### config.mk
export PLATFORM = sky130hd
export DESIGN_NAME = spi_rxc
export DESIGN_NICKNAME = d
export VERILOG_FILES = /design/src/rtl/spi_rxc.sv
export SDC_FILE = /design/constraint.sdc
export NUM_CORES = 1
export LEC_CHECK = 0
export BUFFER_PORTS_ARGS = -buffer_cell sky130_fd_sc_hd__buf_2
export CAP_MARGIN = 20
export CORE_MARGIN = 10
export CORE_UTILIZATION = 55
export DETAILED_ROUTE_END_ITERATION = 8
export GPL_ROUTABILITY_DRIVEN = 0
export PLACE_DENSITY = 0.82
export REMOVE_ABC_BUFFERS = 1
export SLEW_MARGIN = 40
export SYNTH_ARGS = -nofsm -noshare
export SYNTH_HDL_FRONTEND = slang
export SYNTH_SLANG_ARGS = --single-unit
### constraint.sdc
create_clock -name sclk_rx -period 7.8 [get_ports sclk_rx]
set_clock_uncertainty 0.2 [all_clocks]
set_input_delay 0.39 -clock sclk_rx [delete_from_list [all_inputs] [get_ports sclk_rx]]
set_output_delay 0.39 -clock sclk_rx [all_outputs]
set_load 0.02 [all_outputs]
### src/rtl/spi_rxc.sv
// SPI receive core: assembles 8/16/32-bit frames on sclk_rx, flags rxne/overrun,
// and checks an optional trailing CRC frame after a programmable number of data frames.
module spi_rxc (
    input  logic        sclk_rx,
    input  logic        spi_rx_rstn,
    input  logic        shift_in,
    input  logic [1:0]  df,
    input  logic        lsbf,
    input  logic        crc_en,
    input  logic        txonly,
    input  logic [12:0] spi_rnum_max,
    input  logic [31:0] crc_poly,
    input  logic        rx_rd_clr,
    input  logic        ovr_clr,
    output logic [31:0] spi_rx_data,
    output logic        rxne,
    output logic        ovr,
    output logic        crc_err,
    output logic [31:0] rx_crc_data_out,
    output logic        rx_crc_frm
);

    localparam int unsigned DW = 32;
    localparam int unsigned CW = 5;
    localparam int unsigned FW = 13;

    typedef enum logic {
        ST_DATA = 1'b0,
        ST_CRC  = 1'b1
    } state_t;

    state_t          state, state_nxt;
    logic [CW-1:0]   bit_cnt, bit_cnt_nxt;
    logic [DW-1:0]   sr, sr_nxt;
    logic [FW-1:0]   frm_cnt, frm_cnt_nxt;
    logic [DW-1:0]   data_nxt;
    logic            rxne_nxt;
    logic            ovr_nxt;
    logic            crc_err_nxt;
    logic [DW-1:0]   crc_nxt;
    logic            crc_frm_nxt;

    logic [CW-1:0]   n_m1;
    logic [DW-1:0]   mask;
    logic [DW-1:0]   sr_in;
    logic [DW-1:0]   frame;
    logic            last;
    logic            fb;
    logic [DW-1:0]   crc_step;
    logic [FW-1:0]   limit;
    logic [FW-1:0]   frm_inc;
    logic            ovr_set;

    // Frame geometry decode and per-bit datapath values
    always_comb begin
        unique case (df)
            2'b00:   begin n_m1 = CW'(7);  mask = DW'(32'h0000_00FF); end
            2'b01:   begin n_m1 = CW'(15); mask = DW'(32'h0000_FFFF); end
            default: begin n_m1 = CW'(31); mask = DW'(32'hFFFF_FFFF); end
        endcase
        sr_in    = lsbf ? (sr | (DW'(shift_in) << bit_cnt)) : {sr[DW-2:0], shift_in};
        frame    = sr_in & mask;
        last     = (bit_cnt == n_m1);
        fb       = rx_crc_data_out[n_m1] ^ shift_in;
        crc_step = ((rx_crc_data_out << 1) ^ (fb ? crc_poly : DW'(0))) & mask;
        limit    = (spi_rnum_max == FW'(0)) ? FW'(1) : spi_rnum_max;
        frm_inc  = FW'(frm_cnt + FW'(1));
    end

    // Next-state and next-output logic
    always_comb begin
        state_nxt   = state;
        bit_cnt_nxt = bit_cnt;
        sr_nxt      = sr;
        frm_cnt_nxt = frm_cnt;
        data_nxt    = spi_rx_data;
        rxne_nxt    = rxne;
        crc_err_nxt = crc_err;
        crc_nxt     = rx_crc_data_out;
        crc_frm_nxt = 1'b0;
        ovr_set     = 1'b0;

        if (txonly) begin
            // Receive path parked; any partial frame is dropped
            bit_cnt_nxt = '0;
            sr_nxt      = '0;
        end else begin
            bit_cnt_nxt = last ? '0 : CW'(bit_cnt + CW'(1));
            sr_nxt      = last ? '0 : sr_in;
            if (crc_en && state == ST_DATA) begin
                crc_nxt = crc_step;
            end
            if (last) begin
                if (!rxne || rx_rd_clr) begin
                    data_nxt = frame;
                    rxne_nxt = 1'b1;
                end else begin
                    ovr_set = 1'b1;
                end
                if (crc_en) begin
                    if (state == ST_CRC) begin
                        crc_frm_nxt = 1'b1;
                        if (frame != rx_crc_data_out) begin
                            crc_err_nxt = 1'b1;
                        end
                        crc_nxt     = '0;
                        frm_cnt_nxt = '0;
                        state_nxt   = ST_DATA;
                    end else begin
                        frm_cnt_nxt = frm_inc;
                        if (frm_inc >= limit) begin
                            state_nxt = ST_CRC;
                        end
                    end
                end
            end else if (rx_rd_clr) begin
                rxne_nxt = 1'b0;
            end
        end

        ovr_nxt = ovr_set ? 1'b1 : (ovr_clr ? 1'b0 : ovr);

        if (!crc_en) begin
            state_nxt   = ST_DATA;
            crc_nxt     = '0;
            frm_cnt_nxt = '0;
            crc_err_nxt = 1'b0;
        end
    end

    // State and output registers
    always_ff @(posedge sclk_rx or negedge spi_rx_rstn) begin
        if (!spi_rx_rstn) begin
            state           <= ST_DATA;
            bit_cnt         <= '0;
            sr              <= '0;
            frm_cnt         <= '0;
            spi_rx_data     <= '0;
            rxne            <= 1'b0;
            ovr             <= 1'b0;
            crc_err         <= 1'b0;
            rx_crc_data_out <= '0;
            rx_crc_frm      <= 1'b0;
        end else begin
            state           <= state_nxt;
            bit_cnt         <= bit_cnt_nxt;
            sr              <= sr_nxt;
            frm_cnt         <= frm_cnt_nxt;
            spi_rx_data     <= data_nxt;
            rxne            <= rxne_nxt;
            ovr             <= ovr_nxt;
            crc_err         <= crc_err_nxt;
            rx_crc_data_out <= crc_nxt;
            rx_crc_frm      <= crc_frm_nxt;
        end
    end

endmodule

==> metrics.md <==
| Metric | Value |
|---|---|
| DRT iter0 DRCs | 468 |
| Cell area after synthesis | 6460 um^2 |
| Synth unique cells | 56 |
| Rel. slew slack | 0.441 |
| Multi-input gate area | 3250 um^2 |
| Status | finished, final reports clean |
| Max Fclk | 309 MHz |
| Worst Setup Slack, final | 4.56 ns |
| Setup TNS | 0 ns |
| DP Worst Slack | between 4 and 5 ns |
| Post-Synthesis Cells | 681 |
| Io pins | 123 |
| Bufs on Longest Clock Path | 2 |
| Post-CTS resize count | 0 |
| DRC Markers | 0 |
| Die Wd | 128 um |
| Crit share post-route | 0.415 |
| Initial antenna violation count | 1 |
| Largest net degree at the start of global routing | 87 |
| Total CTS buffers | 17 |
| Crit-path max FO | 11 |
| Die height | around 130 um |
| Slew @ Worst Pin | 0.838 ns |
| Global Route Usage Sum | 0.219 |
| Via count | 5,696 |
| Crit path arrival time | 3.34 ns |
| RSZ-0062 raised after global routing | no |
| Internal reg-to-reg setup slack | 4.56 ns |
| Die Area | around 16,000 um^2 |
| Routed wire length | 18.1 mm |
| Yosys top cell area share | 0.461 |
| Post-synth top flop | dfrtp_1 |
| Total Power | 1.61 mW |
| Worst Setup End Kind | flop |
| Final Hold Slack | slightly above 0.08 ns |
| Fill cells | 871 |
| CTS H-tree lvls | 4 |
| Nets | about 860 |
| Final core utilization | 0.675 |
| Register area | 2980 um^2 |
| CTS tree | yes |
| Post-synth ARST share | 1.00 |
| Worst Hold Class | primary input to flop |
| Placed cell areas | 7130 um^2 |
| Syn Area/Cell | ~9.5 um^2 |
| Fin crit period | 3.24 ns |
| Post-Place Cells | around 910 |
| #FFs+latches synth | 119 |
| Fin. Hold Viols | 0 |
| DRT Pass-1 Iters | 7 |
| Vias per cell | 6.03 |
| Post-CTS Setup Repair Bufs | 0 |
| Clk sinks | 119 |
| Final-report setup violation count | 0 |
| Max-Cap Viols | 0 |
| Critical path type | flop to flop |
| CP required | around 8 ns |
| Hold_sp | crc_poly[0] |
| Leak pwr | a little under 4 nW |
| Area contributors post-synth | dfrtp_1 (46%), nand2_1 (5.5%), xor2_1 (5.4%), o21ai_0 (5.0%), xnor2_1 (4.3%) |
| Worst VDD drop | 0.168 mV |
| PortBufs | 122 |
| Area Overhead vs Synth | 19.9% |
| Post-synthesis sequential area ratio | 0.461 |
| PD cells | 208 nW/um^2 |
| Vias in the first global route | 5,727 |
| Fin cells | 944 |
| R2R depth | 7 |
| Reg2reg end | crc_err |
| Startpoint types | flop |
| Yosys warning total | 0 |
| Share of layout cells above drive strength 1 | 0.224 |
| Yosys top cell by area | dfrtp_1 |
| Standard-cell rows | 39 |
| Clk slew on worst S/H paths | ~0.06 ns |
| Cell with the most instances after synthesis | dfrtp_1 |
| First-pass GRT wire length | approximately 29 mm |
| Design area | 7740 um^2 |
| Max-slew violation count | 0 |
| Worst hold endpoint | rx_crc_data_out[0] |
| Gr ovfl total | 0 |
| EDFF count, synth | 0 |
| Clk root buf | clkbuf_16 |
| Avg WL per Cell | 19.2 um |
| FF-to-FF Start | bit_cnt[4] |
| Initial cell density of the core | 0.563 |
| Dpl hpwl | 13.0 mm |
| Core footprint | between 10,000 and 15,000 um^2 |
| Hold Path Cell Cnt | 3 |
| Clk_lat worst skew | 0.42 ns |
| Post-synth top cells | dfrtp_1 (119), nand2_1 (95), o21ai_0 (65) |
| CTS Hold Bufs | 2 |
| DRT antenna net count | 0 |
[critical path: stages, from the launching register on]
cell and delay (ns):
dfrtp_1 0.56, nor2b_1 0.49, a21oi_1 0.19, a211oi_1 0.49, xnor2_1 0.19, nand4_1 0.10
or4_1 0.55, o311a_1 0.35
[where the power goes]
part	total, mW	leakage (nW)	switching (mW)	internal (mW)
logic	0.184	1.95	0.113	0.0714
registers	0.662	1.64	0.0261	0.636
clock network	0.766	0.269	0.295	0.471
[layout make-up]
class / count / area share
clock inverter: 14 / 0.0196
inverter: 20 / 0.00969
multi-input combinational: 500 / 0.420
antenna: 1 / 0.000323
timing repair buffer: 129 / 0.0874
tap: 143 / 0.0231
sequential: 119 / 0.385
clock buffer: 18 / 0.0554
[state kept, by name, indices dropped and copies added (netlist names)]
register,cells
spi_rx_data,32
sr,32
frm_cnt,13
bit_cnt,5
rxne,1
crc_err,1
state,1
ovr,1
rx_crc_data_out,32
rx_crc_frm,1
[how the worst max path moves through the flow]
stage | from | endpoint | slack, ns | cells past startpoint
floorplan | rx_crc_data_out[15] | rx_crc_data_out[2] | 4.82 | 7
CTS | bit_cnt[2] | crc_err | 4.51 | 7
detailed placement | lsbf | crc_err | 4.31 | 9
global placement | lsbf | crc_err | 4.48 | 9
global route | bit_cnt[4] | crc_err | 4.42 | 7
finish | bit_cnt[4] | crc_err | 4.56 | 7
[cells in the final DEF, fill, tap and decap left out, types with 4 or more instances in the layout]
cell and instances:
a211o_1 7, a211oi_1 12, a21o_1 5, a21oi_1 21
a221oi_1 8, a22o_1 23, and2_1 8, and3_1 7
and4b_1 4, buf_2 121, buf_4 5, clkbuf_16 17
clkinvlp_4 5, dfrtp_1 119, ha_1 15, inv_1 20
mux2_2 8, nand2_1 95, nand3_1 11, nand4_1 7
nor2_1 47, nor2b_1 14, nor3_1 6, nor4_1 5
o211ai_1 4, o21a_1 5, o21ai_0 65, o31ai_1 10
xnor2_1 32, xor2_1 39
[cells by family after synthesis]
| logic type | count (synthesis) | synth area share |
|---|---|---|
| AOI/OAI and AO/OA | 180 | 0.190 |
| xor gates and xnor gates | 72 | 0.0976 |
| adders and majority gates | 15 | 0.0291 |
| buffers and inverters | 62 | 0.0384 |
| DFF | 119 | 0.461 |
| muxes | 11 | 0.0186 |
| and+or+nand+nor | 222 | 0.165 |
[layer usage]
metal / GRT usage / wire, um
met4: 0.0987 / 516
met5: 0 / 0
met3: 0.0645 / 1490
met1: 0.273 / 7410
met2: 0.346 / 8690
Note: power is estimated with default switching activity, not from simulation.
